**src/rtl/tmod_pkg.sv**
```systemverilog
// ---------------------------------------------------------------------------
// tmod_pkg
// Shared definitions for the temperature-module command path: bus op and
// status encodings, the command arbiter state type and its default timeout.
// ---------------------------------------------------------------------------
package tmod_pkg;

   // Bus op 0 means "no command"; any non-zero op is a one-cycle command.
   localparam logic [3:0] OP_NOP     = 4'h0;

   // Status returned for illegal ops and for slave timeouts.
   localparam logic [1:0] STATUS_ERR = 2'b11;

   // Default number of cycles the arbiter waits for a slave answer.
   localparam int TIMEOUT_DEFAULT = 16;

   typedef enum logic [1:0] {
      IDLE  = 2'd0,
      ISSUE = 2'd1,
      WAIT  = 2'd2,
      RESP  = 2'd3
   } arb_state_t;

endpackage

```
**src/rtl/tmod_rr_pick.sv**
```systemverilog
// ---------------------------------------------------------------------------
// tmod_rr_pick
// Combinational round-robin priority picker. Searches the request vector
// starting one position after last_grant, wrapping around, and reports the
// first set bit.
//
// Ports:
//   req        in  N_REQ  request vector
//   last_grant in  IW     index granted most recently
//   gnt        out N_REQ  one-hot grant (all zero when no request)
//   idx        out IW     index of the granted requester
//   any        out 1      at least one request is set
// ---------------------------------------------------------------------------
module tmod_rr_pick #(
   parameter int N_REQ = 4,
   parameter int IW    = (N_REQ > 1) ? $clog2(N_REQ) : 1
) (
   input  logic [N_REQ-1:0] req,
   input  logic [IW-1:0]    last_grant,
   output logic [N_REQ-1:0] gnt,
   output logic [IW-1:0]    idx,
   output logic             any
);

   always_comb begin
      int          cand;
      logic [IW-1:0] cand_idx;
      gnt      = '0;
      idx      = '0;
      any      = 1'b0;
      cand     = 0;
      cand_idx = '0;
      // Offset 1..N_REQ visits every requester once, last_grant itself last.
      for (int off = 1; off <= N_REQ; off++) begin
         cand     = (int'(last_grant) + off) % N_REQ;
         cand_idx = cand[IW-1:0];
         if (!any && req[cand_idx]) begin
            any           = 1'b1;
            idx           = cand_idx;
            gnt[cand_idx] = 1'b1;
         end
      end
   end

endmodule

```
**src/rtl/tmod_cmd_arbiter.sv**
```systemverilog
// ---------------------------------------------------------------------------
// tmod_cmd_arbiter
// Round-robin arbiter that shares one temperature-module bus slave between
// N_REQ requesters. One command is in flight at a time: grant in IDLE, drive
// the bus for one cycle in ISSUE, wait for the slave status (with timeout) in
// WAIT, and return the status to the granted requester in RESP.
//
// Handshake: a requester holds req_valid (with its req_op/req_opnd) until it
// sees req_ready for its bit; the command is taken on the rising edge where
// req_valid & req_ready are both high. req_ready is combinational and only
// ever high in IDLE with bus_ready=1. rsp_valid is a one-cycle strobe with no
// back-pressure.
//
// Ports:
//   clk, reset            clock, asynchronous active-low reset
//   req_valid/op/opnd     per-requester command (op at [4i+3:4i], opnd [8i+7:8i])
//   req_ready             one-hot accept pulse
//   rsp_valid/rsp_status  one-hot response strobe and its status
//   busy                  arbiter not in IDLE
//   bus_op/bus_opnd       master side of the tmod bus
//   bus_status/bus_valid  slave answer
//   bus_ready             slave can accept a command
//   dbg_state             current FSM state
// ---------------------------------------------------------------------------
module tmod_cmd_arbiter
   import tmod_pkg::*;
#(
   parameter int N_REQ   = 4,
   parameter int TIMEOUT = TIMEOUT_DEFAULT
) (
   input  logic                 clk,
   input  logic                 reset,
   input  logic [N_REQ-1:0]     req_valid,
   input  logic [4*N_REQ-1:0]   req_op,
   input  logic [8*N_REQ-1:0]   req_opnd,
   output logic [N_REQ-1:0]     req_ready,
   output logic [N_REQ-1:0]     rsp_valid,
   output logic [1:0]           rsp_status,
   output logic                 busy,
   output logic [3:0]           bus_op,
   output logic [7:0]           bus_opnd,
   input  logic [1:0]           bus_status,
   input  logic                 bus_valid,
   input  logic                 bus_ready,
   output arb_state_t           dbg_state
);

   localparam int IW = (N_REQ > 1) ? $clog2(N_REQ) : 1;
   localparam int CW = $clog2(TIMEOUT + 1);

   arb_state_t       state_q, state_d;
   logic [IW-1:0]    last_q, last_d;
   logic [3:0]       op_q, op_d;
   logic [7:0]       opnd_q, opnd_d;
   logic [1:0]       stat_q, stat_d;
   logic [CW-1:0]    cnt_q, cnt_d;

   logic [3:0]       bus_op_q, bus_op_d;
   logic [7:0]       bus_opnd_q, bus_opnd_d;
   logic [N_REQ-1:0] rsp_valid_q, rsp_valid_d;
   logic [1:0]       rsp_status_q, rsp_status_d;
   logic             busy_q, busy_d;

   logic [N_REQ-1:0] pick_gnt;
   logic [IW-1:0]    pick_idx;
   logic             pick_any;
   logic             grant_en;

   tmod_rr_pick #(
      .N_REQ (N_REQ),
      .IW    (IW)
   ) u_pick (
      .req        (req_valid),
      .last_grant (last_q),
      .gnt        (pick_gnt),
      .idx        (pick_idx),
      .any        (pick_any)
   );

   // Gating with reset keeps req_ready low while reset is asserted, even
   // though the FSM already sits in IDLE.
   assign grant_en  = (state_q == IDLE) && bus_ready && pick_any && reset;
   assign req_ready = grant_en ? pick_gnt : '0;

   // State and registered outputs.
   always_ff @(posedge clk or negedge reset) begin
      if (!reset) begin
         state_q      <= IDLE;
         last_q       <= IW'(N_REQ - 1);
         op_q         <= OP_NOP;
         opnd_q       <= '0;
         stat_q       <= '0;
         cnt_q        <= '0;
         bus_op_q     <= OP_NOP;
         bus_opnd_q   <= '0;
         rsp_valid_q  <= '0;
         rsp_status_q <= '0;
         busy_q       <= 1'b0;
      end else begin
         state_q      <= state_d;
         last_q       <= last_d;
         op_q         <= op_d;
         opnd_q       <= opnd_d;
         stat_q       <= stat_d;
         cnt_q        <= cnt_d;
         bus_op_q     <= bus_op_d;
         bus_opnd_q   <= bus_opnd_d;
         rsp_valid_q  <= rsp_valid_d;
         rsp_status_q <= rsp_status_d;
         busy_q       <= busy_d;
      end
   end

   // Next-state logic.
   always_comb begin
      state_d = state_q;
      last_d  = last_q;
      op_d    = op_q;
      opnd_d  = opnd_q;
      stat_d  = stat_q;
      cnt_d   = cnt_q;
      unique case (state_q)
         IDLE: begin
            if (grant_en) begin
               last_d = pick_idx;
               op_d   = req_op[{pick_idx, 2'b00} +: 4];
               opnd_d = req_opnd[{pick_idx, 3'b000} +: 8];
               // An op of 0 would be invisible on the bus, so answer it locally.
               if (op_d == OP_NOP) begin
                  stat_d  = STATUS_ERR;
                  state_d = RESP;
               end else begin
                  state_d = ISSUE;
               end
            end
         end
         ISSUE: begin
            cnt_d   = '0;
            state_d = WAIT;
         end
         WAIT: begin
            // Saturating count: never wraps back to 0.
            cnt_d = (cnt_q == {CW{1'b1}}) ? cnt_q : cnt_q + 1'b1;
            // bus_valid is tested first so it wins over a same-cycle timeout.
            if (bus_valid) begin
               stat_d  = bus_status;
               state_d = RESP;
            end else if (cnt_q == CW'(TIMEOUT - 1)) begin
               stat_d  = STATUS_ERR;
               state_d = RESP;
            end
         end
         RESP: begin
            state_d = IDLE;
         end
         default: state_d = IDLE;
      endcase
   end

   // Output logic: computed from the next state so the registered outputs
   // line up with the cycle the FSM is in.
   always_comb begin
      bus_op_d     = OP_NOP;
      bus_opnd_d   = '0;
      rsp_valid_d  = '0;
      rsp_status_d = '0;
      busy_d       = (state_d != IDLE);
      if (state_d == ISSUE) begin
         bus_op_d   = op_d;
         bus_opnd_d = opnd_d;
      end
      if (state_d == RESP) begin
         rsp_valid_d  = {{(N_REQ-1){1'b0}}, 1'b1} << last_d;
         rsp_status_d = stat_d;
      end
   end

   assign bus_op     = bus_op_q;
   assign bus_opnd   = bus_opnd_q;
   assign rsp_valid  = rsp_valid_q;
   assign rsp_status = rsp_status_q;
   assign busy       = busy_q;
   assign dbg_state  = state_q;

endmodule

```
**config.mk**
```make
export PLATFORM = sky130hd
export DESIGN_NAME = tmod_cmd_arbiter
export DESIGN_NICKNAME = d
export VERILOG_FILES = /design/src/rtl/tmod_pkg.sv /design/src/rtl/tmod_rr_pick.sv /design/src/rtl/tmod_cmd_arbiter.sv
export SDC_FILE = /design/constraint.sdc
export NUM_CORES = 1
export LEC_CHECK = 0
export CORE_UTILIZATION = 47
export DETAILED_ROUTE_END_ITERATION = 12
export PLACE_DENSITY = 0.81
export SLEW_MARGIN = 20
export SYNTH_ARGS = -nofsm -noshare
export SYNTH_HDL_FRONTEND = slang
export SYNTH_HIERARCHICAL = 1
export SYNTH_SLANG_ARGS = --single-unit
```
**constraint.sdc**
```tcl
create_clock -name clk -period 4.3 [get_ports clk]
set_input_delay 0.86 -clock clk [delete_from_list [all_inputs] [get_ports clk]]
set_output_delay 0.86 -clock clk [all_outputs]
set_load 0.02 [all_outputs]
```
Word level (Yosys, flattened, before mapping):

Index checks and enable logic that the tools add are counted.

* bits in registers: 42
* input port bits: 58
* output and inout bits: 25
* word-level logic and storage cells: 107

* $add $sub $neg: 5
* order comparisons: 8
* equal/unequal tests: 8
* shifts and indexed selects: 3
* muxes and demuxes: 51
* bitwise logic cells: 3
* reductions and logical operators: 18

Operators with widths (number)
* $mux 4: 9
* $shiftx 32x6->8: 1
* $mux 2: 15
* $mux 8: 3
* $shiftx 16x5->4: 1
* $lt 2x3->1 const B: 4
* $mux 1: 12
* $or 4x4->4: 3
* $logic_and 1x1->1: 10
* $pmux 5 s2: 1
* $bmux 1 s2: 4
* $demux 1 s2: 4
* $ge 2x1->1 const B: 4
* $pmux 2 s4: 1
* $eq 2x2->1 const B: 3
* $add 5x1->5 const B: 1
* $eq 5x4->1 const B: 1
* $eq 5x5->1 const B: 1
* $mux 5: 1
* $add 2x1->2 const B: 2
* $add 2x2->2 const B: 2
* $eq 2x1->1 const B: 2
* $logic_not 4->1: 1
* $pmux 2 s2: 1
* 6 further kinds: 9

Logic depth before layout (Yosys ltp):

Gate-level depths: netlist of run 1.

* word-level depth: 20
* gate-level depth with buffers: 13
* gate-level depth less buffers: 10

Cells and area by module:

Netlist of run 1, hierarchy kept.

By module, submodules not included
* tmod_cmd_arbiter: instances 1, cells an instance 189, area an instance 2183.3 µm², sequential area each 1053.5 µm²
* tmod_rr_pick: instances 1, cells an instance 68, area an instance 525.5 µm², sequential area each 0.0 µm²

Worst setup path before layout of run 1:

Ideal clock, no wire load.

* path type: input port to flip-flop
* from: input req_valid[0]
* to: register rsp_valid_q[2] (netlist: rsp_valid[2])
* setup time: 94 ps
* data arrival time: 3544 ps
* required time: 4206 ps
* setup slack: 662 ps
* stages on the path: 10
* buffers on the path: 1
* cell sequence: buf_6 > mux4_2 > a21oi_2 > nor3_1 > nor2_2 > o31a_1 > mux4_2 > or3_4 > o31a_4 > nor4b_4

* longest elaborated chain between the ends: 19
* elaborated cells on any way between the ends: 34
* those cells by class: eq/ne: 1; shift: 2; mux: 22; reduce/logical: 9

RTL lines
* start: declaration: RTL line tmod_cmd_arbiter.sv:33 `input logic [N_REQ-1:0] req_valid,`
* $bmux 1 s2: RTL line tmod_rr_pick.sv:37 `if (!any && req[cand_idx]) begin`
* $mux 1 (not written as such): RTL line tmod_rr_pick.sv:37
* $mux 1: RTL line tmod_rr_pick.sv:37
* $logic_not 1->1: RTL line tmod_rr_pick.sv:37
* $logic_and 1x1->1: RTL line tmod_rr_pick.sv:37
* $mux 1: RTL line tmod_rr_pick.sv:37
* $logic_not 1->1: RTL line tmod_rr_pick.sv:37
* $logic_and 1x1->1: RTL line tmod_rr_pick.sv:37
* (+4 left out)
* via pick_idx[0]: RTL line tmod_cmd_arbiter.sv:65 `logic [IW-1:0] pick_idx;`
* $shiftx 16x5->4: RTL line tmod_cmd_arbiter.sv:126 `op_d = req_op[{pick_idx, 2'b00} +: 4];`
* $logic_not 4->1: RTL line tmod_cmd_arbiter.sv:129 `if (op_d == OP_NOP) begin`
* $mux 2: RTL line tmod_cmd_arbiter.sv:129
* $mux 2: RTL line tmod_cmd_arbiter.sv:124 `if (grant_en) begin`
* $pmux 2 s4: RTL line tmod_cmd_arbiter.sv:122 `unique case (state_q)`
* $eq 2x2->1: RTL line tmod_cmd_arbiter.sv:172 `if (state_d == RESP) begin`
* $mux 4 (*): RTL line tmod_cmd_arbiter.sv:172
* via rsp_valid_d[2]: RTL line tmod_cmd_arbiter.sv:60 `logic [N_REQ-1:0] rsp_valid_q, rsp_valid_d;`
* end signal: assignment: RTL line tmod_cmd_arbiter.sv:108 `rsp_valid_q <= rsp_valid_d;`
* end: declaration: RTL line tmod_cmd_arbiter.sv:60

Mark *: on every way through the listed nets, which the timed path passes. The rest lies on a longest branch. The select of a mux whose other input is x is not followed.
A chain may end at the register's enable or synchronous reset.

Worst setup path after layout of run 1:

* from: register last_q[1]
* to: output req_ready[2]

* elaborated cells on any way between the ends: 52
* those cells by class: add/sub: 4; order compare: 8; mux: 25; bitwise: 3; reduce/logical: 12

RTL lines
* start: declaration: RTL line tmod_cmd_arbiter.sv:52 `logic [IW-1:0] last_q, last_d;`
* start signal: assignment: RTL line tmod_cmd_arbiter.sv:89 `last_q <= IW'(N_REQ - 1);`
* start signal: assignment: RTL line tmod_cmd_arbiter.sv:101 `last_q <= last_d;`
* parallel branches: the longest is 12 deep, another holds $lt 2x3->1
* $mux 4 (*): RTL line tmod_rr_pick.sv:37
* via pick_gnt[2]: RTL line tmod_cmd_arbiter.sv:64 `logic [N_REQ-1:0] pick_gnt;`
* $mux 4 (*): RTL line tmod_cmd_arbiter.sv:83 `assign req_ready = grant_en ? pick_gnt : '0;`
* end: declaration: RTL line tmod_cmd_arbiter.sv:36 `output logic [N_REQ-1:0] req_ready,`

Mark *: on every way through the listed nets, which the timed path passes. The select of a mux whose other input is x is not followed.

==> run_results.csv, run 1 <==
group,metric,value,unit
logic_synthesis,synth_nets,330,
pwr,vdd_drop_max,352,uV
logic_synthesis,synthCells,257,
logic_synthesis,synth_seq_cells,42,
run_status,status,"complete, no violations",
logic_synthesis,synth_warnings,6,
die,die_w,77.9,um
critical_path,crit_path_end_kind,"output port",
clock_network,cts_made_buffers,5,
die,placeableCoreArea,5540,um^2
die,ios,83,
place,routabilityCongestion,0.942,
cells_and_area,area.growth.synth_to_final,36.5,%
job,max_cap_violations,0,
critical_path,cp.required,3.44,ns
detailed_routing,routedWlPerCell,15.3,um
critical_path,worstPathArrival,3.21,ns
clock_network,clk_path_buf_depth,2,
detailed_routing,dr.pass1.iters,4,
global_routing,grt_first_pass_wirelength,10.8,mm
timing,grt_setup_unrepaired,"false",
pwr,power.density,644,nW/um^2
detailed_routing,drc,0,
global_routing,grt_max_degree,43,
logic_synthesis,synth_cell_type_count,55,
clock_network,cts_resized,0,
timing,relSlewSlack,47.1,%
critical_path,r2r_start,"last_q[1]",
clock_network,cts_setup_buffers,0,
die,num_rows,27,
timing,finalCriticalPeriod,4.07,ns
worst_hold_path,holdCritStartpoint,"opnd_q[3]",
timing,hold_slack,0.472,ns
logic_synthesis,synthArstFlopShare,100,%
pwr,total_leakage_power,1.58,nW
logic_synthesis,syn_area_per_cell,10.5,um^2
pwr,seq_power_share,27.1,%
clock_network,cts-root-buf,"clkbuf_8",
place,dp_hpwl,5.00,mm
critical_path,worstSetupPathType,"reg -> out",
detailed_routing,avgViaCountPerCell,5.52,
timing,max_freq,246,MHz
worst_hold_path,holdCritPathClass,"reg -> reg",
timing,fin_crit_sh,94.6,%
logic_synthesis,ys_seq_area_share,38.9,%
cells_and_area,final_common_cell,"clkdlybuf4s50_1",
logic_synthesis,synth.cell_area,2710,um^2
pwr,p_int,0.00136,W
clock_network,cts_hold_buf,0,
die,start_util,48.9,%
critical_path,ff2ff_path_depth,10,
pwr,pwr-share-comb,62.4,%
critical_path,rrSetupSlack,0.71,ns
timing,slew_violations,0,
global_routing,first_global_vias,2289,
cells_and_area,final_cell_mix,"clkdlybuf4s50_1 (81), nand2_1 (52), dfrtp_1 (40)",
cells_and_area,antenna_cells,0,
clock_network,clk_pin_slew,0.08,ns
cells_and_area,drive_gt1_share,14.7,%
clock_network,cts_sinks,42,
cells_and_area,nets,420,
global_routing,antenna_found_initial,0,
global_routing,grt-ovfl-total,0,
pwr,p_clk_share,10.6,%
critical_path,critPathLaunchType,"flip-flop",
detailed_routing,via_count,2318,
die,die_y,77.9,um
timing,setup_tns,0,ns
cells_and_area,n_fill_cell,433,
pwr,p_sw,0.00102,W
global_routing,grt_use_total,22.7,%
place,place_inst,412,
die,fp.dieArea,6070,um^2
timing,finalClockSkew,0.00734,ns
clock_network,clkLatencyLatePin,0.30,ns
critical_path,crit_end,"req_ready[2]",
critical_path,crit_fanout,11,
logic_synthesis,synth_ff_type,"dfrtp_1",
timing,setup_slack,0.232,ns
clock_network,cts_tree,"yes",
place,dp_slack,0.129,ns
pwr,total_power,0.00238,W
critical_path,rr_endpoint,"rsp_valid[2]",
place,io_buffers,82,
timing,finalSetupViolCount,0,
detailed_routing,drtIter0Drc,154,
detailed_routing,wirelength,6.43,mm
logic_synthesis,synth-edff-count,0,
detailed_routing,ant_nets,0,
cells_and_area,final_cells,420,
critical_path,startpoint,"last_q[1]",
pwr,swShare,42.9,%
timing,worstMarginPinSlew,0.789,ns
clock_network,h-tree-depth,2,
timing,hold_viol,0,
state kept, by name, indices dropped and copies added, names as in the netlist:
name,flops
busy,1
rsp_valid,4
op_q,4
cnt_q,5
stat_q,2
rsp_status,2
opnd_q,8
bus_op,4
last_q,2
dbg_state,2
bus_opnd,8
routing by layer:
metal | part of all wire (%) | up-vias | track usage (%)
li1 | - | 1115 | -
met1 | 41 | 1111 | 28.0
met2 | 51 | 84 | 40.0
met3 | 6.8 | 8 | 4.94
met4 | 1.3 | 0 | 6.48
met5 | 0 | - | 0
power by group through the flow:
| stage | Combinational [W] | Sequential (W) | Clock, W |
|---|---|---|---|
| after global routing | 0.00163 | 0.000662 | 0.000271 |
| after global placement | 0.00144 | 0.000648 | 0 |
| after CTS | 0.00149 | 0.000647 | 0.000256 |
| after detailed placement | 0.00148 | 0.000653 | 0 |
| after floorplan | 0.00103 | 0.000706 | 0 |
| final | 0.00148 | 0.000644 | 0.000252 |
cells in the mapped netlist, types with 3 or more instances:
cell,n,area [um^2]
a211oi_1,8,60.1
a21boi_0,4,30.0
a21oi_1,12,60.1
a221o_1,4,40.0
and2_1,4,25.0
buf_6,4,45.0
clkbuf_1,4,15.0
dfrtp_1,40,1000
ha_1,15,188
inv_1,9,33.8
mux2i_1,3,30.0
mux4_2,12,270
nand2_1,52,195
nand2b_1,7,43.8
nand3_1,3,15.0
nor2_1,12,45.0
nor3_1,5,25.0
o21a_1,3,22.5
o21ai_0,6,30.0
o21ai_1,5,25.0
o21bai_1,3,22.5
how the worst min path moves through the flow:
stage               cells past startpoint   endpoint  slack [ns]
floorplan                               2  opnd_q[7]        0.43
global placement                        2  opnd_q[7]        0.45
detailed placement                      2  opnd_q[7]        0.45
CTS                                     2  opnd_q[7]        0.47
global route                            2    op_q[3]        0.51
finish                                  2  opnd_q[3]        0.47
kinds of logic after synthesis:
kind of cell	count (synthesis)	synth area share, %
adders and majority gates	15	6.93
buffers and inverters	22	5.17
AOI/OAI and AO/OA	60	16.4
xor gates and xnor gates	1	0.323
DFF	42	38.9
muxes	19	13.7
and+or+nand+nor	98	18.6
layout make-up:
class	instances	area, um^2	share of cell area (%)
Timing Repair Buffer	95	913	24.7
Clock buffer	5	68.8	1.86
Tap cell	72	90.1	2.44
Multi-Input combinational cell	193	1520	41.0
Inverter	10	37.5	1.02
Sequential cell	42	1050	28.5
Clock inverter	3	18.8	0.508
stage by stage:
stage	util, %	instance area (um^2)
floorplan	-	2710
global placement	65.2	3610
detailed placement	65.2	3610
CTS	66.7	3700
global route	66.7	3700
finish	66.7	3700
critical path, stage by stage (launching register included):
cell	delay, ns
dfstp_2	0.67
inv_1	0.17
ha_1	0.57
mux2i_4	0.40
o21ai_1	0.13
a221o_1	0.28
and2_1	0.14
clkdlybuf4s50_1	0.54
(Power assumes the default switching activity.)
==> run 2: changes to the inputs <==
==> constraint.sdc (replaced) <==
create_clock -name clk -period 4.1 [get_ports clk]
set_input_delay 0.82 -clock clk [delete_from_list [all_inputs] [get_ports clk]]
set_output_delay 0.82 -clock clk [all_outputs]
set_load 0.02 [all_outputs]
==> run 2 against run 1 <==
Global-route usage is 0.68 points higher. Non-clock buffer count increased by 2. Die area did not move. Design area up 0.68%. Register-to-register slack got worse by 0.09 ns. Worst setup slack worse by 0.092 ns. Power up 6.0%. Critical path type is now in -> out. Largest power group unchanged.
==> run_results.csv, run 2 (synthesis gave the netlist of run 1 again) <==
group,metric,value,unit
critical_path,critPathLaunchType,"input pin",
die,die_y,77.9,um
cells_and_area,regArea,1050,um^2
place,place_area,3620,um^2
timing,slew_violations,0,
cells_and_area,n_fill_cell,442,
pwr,power.density,678,nW/um^2
global_routing,antenna_found_initial,0,
timing,finalSetupViolCount,0,
pwr,vdd_drop_max,445,uV
cells_and_area,final_cell_mix,"clkdlybuf4s50_1 (81), nand2_1 (52), dfrtp_1 (40)",
die,die_w,77.9,um
global_routing,grt_max_degree,44,
timing,hold_viol,0,
cells_and_area,drive_gt1_share,15.4,%
clock_network,cts_sinks,42,
timing,finalClockSkew,0.00242,ns
timing,finalCriticalPeriod,3.96,ns
timing,setup_tns,0,ns
clock_network,clk_path_buf_depth,2,
critical_path,cp.required,3.28,ns
detailed_routing,via_count,2357,
run_status,status,"complete, no violations",
global_routing,grt-ovfl-total,0,
critical_path,ff2ff_path_depth,9,
detailed_routing,drtIter0Drc,138,
timing,max_freq,253,MHz
critical_path,worstSetupPathType,"in -> out",
detailed_routing,ant_nets,0,
detailed_routing,dr.pass1.iters,5,
clock_network,cts_hold_buf,0,
cells_and_area,nets,422,
clock_network,cts_made_buffers,5,
die,ios,83,
worst_hold_path,holdCritStartpoint,"op_q[0]",
global_routing,first_global_vias,2362,
critical_path,r2r_start,"last_q[1]",
place,io_buffers,82,
critical_path,worstPathArrival,3.14,ns
cells_and_area,final_cells,422,
worst_hold_path,holdCritPathClass,"reg -> reg",
critical_path,rrSetupSlack,0.62,ns
timing,worstMarginPinSlew,0.817,ns
place,place_inst,414,
timing,fin_crit_sh,96.6,%
clock_network,h-tree-depth,2,
cells_and_area,multi_input_area,1520,um^2
critical_path,rr_endpoint,"rsp_valid[2]",
clock_network,cts_tree,"yes",
clock_network,clkLatencyLatePin,0.29,ns
detailed_routing,avgViaCountPerCell,5.59,
timing,grt_setup_unrepaired,"false",
cells_and_area,final_common_cell,"clkdlybuf4s50_1",
global_routing,grt_first_pass_wirelength,10.9,mm
die,placeableCoreArea,5540,um^2
clock_network,cts_resized,0,
cells_and_area,area.growth.synth_to_final,37.4,%
detailed_routing,routedWlPerCell,15.6,um
clock_network,cts_setup_buffers,0,
place,dp_hpwl,5.00,mm
timing,hold_slack,0.476,ns
detailed_routing,wirelength,6.58,mm
worst_hold_path,hold_depth,2,
pwr,total_leakage_power,1.59,nW
critical_path,crit_path_end_kind,"output port",
job,max_cap_violations,0,
cells_and_area,fin_area,3720,um^2
critical_path,crit_fanout,5,
die,fp.dieArea,6070,um^2
worst_hold_path,min_to,"op_q[0]",
die,start_util,48.9,%
timing,relSlewSlack,45.1,%
cells_and_area,antenna_cells,0,
die,num_rows,27,
clock_network,cts-root-buf,"clkbuf_8",
place,routabilityCongestion,0.875,
clock_network,clk_pin_slew,0.07,ns
detailed_routing,drc,0,
global_routing,grt_use_total,23.4,%
## run 2: stage by stage
step	util (%)	worst slack (ns)	total power (W)
finish	67.2	0.141	0.00252
global route	67.2	0.0128	0.00271
CTS	67.1	0.0785	0.00253
detailed placement	65.4	0.0492	0.00225
global placement	65.4	0.108	0.00220
floorplan	-	0.502	0.00182
## run 2: worst max-delay path by stage
stage                             from           end  slack, ns  cells after the start
after detailed placement  req_valid[3]  rsp_valid[2]       0.05                     10
final                     req_valid[3]  req_ready[1]       0.14                     10
after global routing         last_q[1]  req_ready[2]       0.01                      8
after global placement    req_valid[3]  rsp_valid[2]       0.11                     10
after CTS                    last_q[1]  req_ready[1]       0.08                      7
after floorplan           req_valid[0]  rsp_valid[2]       0.50                     10
## run 2: final cells by class
cell class                 instances  share of cell area, %
multi-input combinational        193                   40.8
inverter                          10                   1.01
clock inverter                     2                  0.336
tap                               72                   2.42
sequential                        42                   28.3
timing repair buffer              97                   24.9
clock buffer                       6                   2.22
## run 2: routing by layer
| layer | vias up | part of all wire [%] | GRT usage [%] |
|---|---|---|---|
| li1 | 1119 | - | - |
| met1 | 1131 | 43 | 28.6 |
| met2 | 95 | 48 | 39.7 |
| met3 | 12 | 6.4 | 5.65 |
| met4 | 0 | 2.4 | 9.63 |
| met5 | - | 0 | 0 |
## run 2: critical path: stages
cell and delay [ns]:
clkdlybuf4s50_1 0.52, buf_4 0.16, nand2b_1 0.13, nor4_1 0.05, a21oi_1 0.17, o22ai_2 0.10
buf_4 0.16, a221o_1 0.34, and2_1 0.14, clkdlybuf4s50_1 0.54
## run 2: power by group
group,switching [W],internal [W]
logic,0.000838,0.000741
clock network,0.000134,0.000135
registers,0.0000958,0.000578
total,0.00107,0.00145
==> run 3: changes to the inputs <==
--- a/config.mk
+++ b/config.mk
@@ -5,6 +5,7 @@
 export SDC_FILE = /design/constraint.sdc
 export NUM_CORES = 1
 export LEC_CHECK = 0
+export CORE_MARGIN = 2
 export CORE_UTILIZATION = 47
 export DETAILED_ROUTE_END_ITERATION = 12
 export PLACE_DENSITY = 0.81
==> run 3 against run 2 <==
Worst hold slack hardly changed. Power up 0.33%. Non-clock buffer count stayed put. Register-to-register slack lost 0.18 ns. Worst setup slack improved by 0.015 ns. Largest cell class unchanged.
==> run_results.csv, run 3 (synthesis gave the netlist of run 1 again) <==
group,metric,value,unit
run_status,status,"complete, no violations",
timing,grt_setup_unrepaired,"false",
cells_and_area,antenna_cells,0,
place,routabilityCongestion,0.936,
cells_and_area,area.growth.synth_to_final,37.5,%
pwr,pwr-share-comb,63.2,%
detailed_routing,routedWlPerCell,15.5,um
detailed_routing,via_count,2312,
clock_network,cts_sinks,42,
pwr,power.density,680,nW/um^2
critical_path,crit_path_cell_trace,"clkdlybuf4s50_1, buf_4, nand2b_1, nor4_1, a21oi_1, o22ai_2, buf_4, a221o_1, and2_1, clkdlybuf4s50_1",
cells_and_area,nets,422,
critical_path,crit_fanout,5,
timing,worstMarginPinSlew,0.747,ns
die,placeableCoreArea,5540,um^2
critical_path,critPathLaunchType,"input pin",
pwr,p_clk_share,10.2,%
pwr,swShare,42.6,%
timing,relSlewSlack,49.9,%
job,max_cap_violations,0,
critical_path,worstSetupPathType,"in -> out",
cells_and_area,final_cell_mix,"clkdlybuf4s50_1 (81), nand2_1 (52), dfrtp_1 (40)",
die,die_w,79.9,um
place,dp_hpwl,5.12,mm
worst_hold_path,holdCritPathClass,"reg -> reg",
cells_and_area,drive_gt1_share,15.1,%
detailed_routing,drc,0,
timing,max_freq,254,MHz
detailed_routing,dr.pass1.iters,4,
critical_path,cp.required,3.28,ns
critical_path,crit_path_end_kind,"output port",
critical_path,worstPathArrival,3.12,ns
timing,finalClockSkew,0.00824,ns
timing,hold_viol,0,
global_routing,grt_first_pass_wirelength,10.6,mm
die,start_util,48.9,%
pwr,vdd_drop_max,414,uV
critical_path,r2r_start,"last_q[0]",
timing,fin_crit_sh,96.2,%
timing,finalCriticalPeriod,3.94,ns
global_routing,grt_max_degree,44,
detailed_routing,wirelength,6.53,mm
die,num_rows,27,
die,ios,83,
pwr,p_int,0.00145,W
cells_and_area,n_fill_cell,411,
global_routing,first_global_vias,2276,
clock_network,clk_path_buf_depth,2,
die,fp.dieArea,6390,um^2
clock_network,clk_pin_slew,0.07,ns
clock_network,cts-root-buf,"clkbuf_8",
cells_and_area,final_util,67.2,%
critical_path,cp_slowest_cell,"clkdlybuf4s50_1",
timing,slew_violations,0,
pwr,seq_power_share,26.6,%
worst_hold_path,holdCritStartpoint,"opnd_q[6]",
detailed_routing,ant_nets,0,
detailed_routing,avgViaCountPerCell,5.48,
timing,setup_tns,0,ns
critical_path,critical_path.max_stage_delay,0.53,ns
timing,finalSetupViolCount,0,
cells_and_area,final_common_cell,"clkdlybuf4s50_1",
global_routing,grt-ovfl-total,0,
global_routing,antenna_found_initial,0,
detailed_routing,drtIter0Drc,165,
critical_path,startpoint,"req_valid[3]",
die,die_y,79.9,um
critical_path,critical-path-top-delay-family,"buffers and inverters",
place,io_buffers,82,
pwr,p_sw,0.00108,W
clock_network,clkLatencyLatePin,0.30,ns
clock_network,cts_made_buffers,5,
clock_network,h-tree-depth,2,
global_routing,grt_use_total,21.5,%
pwr,total_leakage_power,1.59,nW
clock_network,cts_tree,"yes",
critical_path,cp_num_buf_inv,4,
## run 3: layout make-up
cell class | count | area (um^2) | area share [%]
clock buffer | 6 | 72.6 | 1.95
clock inverter | 2 | 13.8 | 0.370
inverter | 10 | 37.5 | 1.01
multi-input combinational | 193 | 1530 | 41.0
sequential | 42 | 1050 | 28.3
tap | 72 | 90.1 | 2.42
timing repair buffer | 97 | 928 | 24.9
## run 3: tightest hold or removal path, stage by stage (launching register included)
cell     delay [ns]
dfrtp_1        0.32
nand2_1        0.06
nand2_1        0.06
## run 3: per-stage QoR
| step | setup slack [ns] | hold slack (ns) | cell area (um^2) | cells | power [W] |
|---|---|---|---|---|---|
| floorplan | 0.502 | 0.434 | 2710 | 257 | 0.00182 |
| global placement | 0.135 | 0.448 | 3620 | 414 | 0.00221 |
| detailed placement | 0.0367 | 0.458 | 3620 | 414 | 0.00227 |
| CTS | 0.0311 | 0.478 | 3710 | 422 | 0.00253 |
| global route | 0.00215 | 0.496 | 3720 | 422 | 0.00272 |
| finish | 0.156 | 0.476 | 3720 | 422 | 0.00253 |
## run 3: metal layers
metal	vias up	GRT usage (%)	share of wire, %
met1	1118	27.1	42
met2	71	36.5	50
met3	9	4.98	5.5
li1	1114	-	-
met5	-	0	0
met4	0	6.95	1.7
## run 3: worst paths after layout
kind | endpoint | slack, ns | cells past startpoint
setup / recovery | req_ready[2] | 0.16 | 10
hold / removal | opnd_q[6] | 0.48 | 2
setup reg to reg | rsp_valid[2] | 0.44 | 10
hold reg to reg | opnd_q[6] | 0.48 | 2
max in group asynchronous | last_q[1] | 3.10 | 2
min in group asynchronous | cnt_q[2] | 0.63 | 2
## run 3: power by group through the flow
stage          clock network (W)  logic, W  registers [W]
2_1_floorplan                  0   0.00108       0.000741
3_5_place_dp                   0   0.00159       0.000682
6_report                0.000258   0.00160       0.000674
4_1_cts                 0.000264   0.00159       0.000674
5_1_grt                 0.000279   0.00175       0.000691
3_3_place_gp                   0   0.00153       0.000675
## run 3: repair_timing
item                                   CTS  global route
hold buffers                             0             0
resized for setup                        0             2
endpoints found under the hold margin    0             0
buffers inserted                         0             0
setup endpoints to repair                0             4
==> RTL change, RTL diff (config.mk and constraints of run 1) <==
One comparison of `cnt_q` changes from == to >=.
--- a/src/rtl/tmod_cmd_arbiter.sv
+++ b/src/rtl/tmod_cmd_arbiter.sv
@@ -145,7 +145,7 @@
             if (bus_valid) begin
                stat_d  = bus_status;
                state_d = RESP;
-            end else if (cnt_q == CW'(TIMEOUT - 1)) begin
+            end else if (cnt_q >= CW'(TIMEOUT - 1)) begin
                stat_d  = STATUS_ERR;
                state_d = RESP;
             end
Behaviour: no difference found for any inputs over 10 cycles, from zero or initial values and one cycle with reset low; that may be too few to reach the edited logic, so the function may still have changed.
==> RTL change against run 1 <==
  * Power up 9.7%
  * Sequential cell count unchanged
  * Die area up 5.6%
  * Register-to-register slack better by 0.10 ns
  * Worst setup slack better by 0.025 ns
  * Design area up 3.4%
  * Global-route usage about the same
  * Wire length up 8.9%
  * Synthesized area up 5.8%
  * The flow now finishes with violations (design-rule violations)
  * Critical endpoint is now req_ready[3]
  * Final cell count up 1.4%
  * Maximum frequency up 0.62%
==> RTL change: results (changes against run 1) <==
\begin{tabular}{lr}
\hline
Metric & Value \\
\hline
\multicolumn{2}{l}{\textbf{Setup path}} \\
Slowest CP cell & sky130\_fd\_sc\_hd\_\_mux4\_2 (was sky130\_fd\_sc\_hd\_\_dfstp\_2) \\
Crit Path Max Fanout & 8 (was 11) \\
\multicolumn{2}{l}{\textbf{Placed design}} \\
Final GP Congestion & 0.931 (was 0.942) \\
Cell area after placement & 3730 µm² (was 3610 µm²) \\
\multicolumn{2}{l}{\textbf{Status}} \\
Run status & complete, but fails checks (was finished, final reports clean) \\
Violations in the final reports & design-rule violations \\
\multicolumn{2}{l}{\textbf{Power}} \\
Int Power & 0.00149 W (was 0.00136 W) \\
Fraction of power consumed by sequential logic & 24.3\% (was 27.1\%) \\
Total power draw & 0.00261 W (was 0.00238 W) \\
\multicolumn{2}{l}{\textbf{Route}} \\
DR vias & 2,419 (was 2,318) \\
Routed via count divided by cell count & 5.68 (was 5.52) \\
Routed wire length & 7.00 mm (was 6.43 mm) \\
TritonRoute pass-1 iters & 10 (was 4) \\
Post-route DRC & 1 (was 0) \\
\multicolumn{2}{l}{\textbf{Yosys}} \\
Post-Syn Nets & 340 (was 330) \\
Distinct cell type count after synthesis & 51 (was 55) \\
Biggest area contributors in the synthesized netlist & sky130\_fd\_sc\_hd\_\_dfrtp\_1 (35\%), sky130\_fd\_sc\_hd\_\_mux4\_1 (8.3\%), sky130\_fd\_sc\_hd\_\_ha\_1 (6.6\%) (was sky130\_fd\_sc\_hd\_\_dfrtp\_1 (37\%), sky130\_fd\_sc\_hd\_\_mux4\_2 (10\%), sky130\_fd\_sc\_hd\_\_nand2\_1 (7.2\%)) \\
Synth top cells by count & sky130\_fd\_sc\_hd\_\_dfrtp\_1 (40), sky130\_fd\_sc\_hd\_\_nand2\_1 (21), sky130\_fd\_sc\_hd\_\_a21oi\_1 (16), sky130\_fd\_sc\_hd\_\_nor2\_1 (16), sky130\_fd\_sc\_hd\_\_ha\_1 (15) (was sky130\_fd\_sc\_hd\_\_nand2\_1 (52), sky130\_fd\_sc\_hd\_\_dfrtp\_1 (40), sky130\_fd\_sc\_hd\_\_ha\_1 (15)) \\
Xor and xnor fraction of the mapped netlist area & 0\% (was 0.323\%) \\
Synth Area in Compound Gates & 16.4\% (about the same) \\
Multiplexer fraction of the synthesized cell area & 18.8\% (was 13.7\%) \\
\multicolumn{2}{l}{\textbf{GRT}} \\
Met3 layer usage reported by global route & 5.57\% (was 4.94\%) \\
GRT Overall Usage & 22.8\% (was 22.7\%) \\
Maximum number of pins on one net before global-route repair & 44 (was 43) \\
Vias in the first global route & 2,279 (was 2,289) \\
First-pass GRT wire length & 11.2 mm (was 10.8 mm) \\
\multicolumn{2}{l}{\textbf{STA}} \\
Tightest Pin Transition & 0.901 ns (was 0.789 ns) \\
\multicolumn{2}{l}{\textbf{Cells and area}} \\
Final net count & 423 (was 420) \\
\hline
\end{tabular}
## RTL change: changes by cell type after synthesis, moves of 6 or more
cell / change
sky130_fd_sc_hd__nand2_1: -31
sky130_fd_sc_hd__nand3_1: +9
sky130_fd_sc_hd__mux4_1: +8
sky130_fd_sc_hd__mux2_2: +7
sky130_fd_sc_hd__mux4_2: -7
sky130_fd_sc_hd__o21ai_0: +7
sky130_fd_sc_hd__nand2b_1: -6
## RTL change: layout make-up
class	count	area [µm²]	area share, %
timing repair buffer	92	891	23.3
tap	75	93.8	2.45
clock inverter	2	12.5	0.327
inverter	11	41.3	1.08
multi-input combinational	198	1650	43.1
clock buffer	6	82.6	2.16
sequential	42	1050	27.6
## RTL change: worst paths after layout
check	startpoint	to	slack, ns	cells past startpoint
max in group asynchronous	reset	last_q[0]$_DFF_PN1_	3.26	2
min in group asynchronous	reset	opnd_q[7]$_DFF_PN0_	0.67	2
max	req_valid[1]	req_ready[3]	0.26	6
max reg2reg	last_q[1]$_DFF_PN1_	rsp_valid[2]$_DFF_PN0_	0.81	9
min reg2reg	opnd_q[4]$_DFF_PN0_	opnd_q[4]$_DFF_PN0_	0.51	1
min	opnd_q[4]$_DFF_PN0_	opnd_q[4]$_DFF_PN0_	0.51	1
## RTL change: routing by layer
layer  vias to the layer above  routed length [µm]
li1                       1160                   -
met2                        82                3510
met1                      1166                2940
met4                         0                 105
met5                         -                   0
met3                        11                 439
## RTL change: kinds of logic after synthesis
logic type | after synthesis
mux | 29
compound gates | 68
buf+inv | 27
fa+ha+maj | 15
flops | 42
simple gates | 86
## RTL change: critical path, delay by kind of cell
family	cells	cell delay (ns)
buffers and inverters	2	1.12
multiplexers	1	0.63
AO/OA/AOI/OAI	2	0.44
AND/OR/NAND/NOR	1	0.12
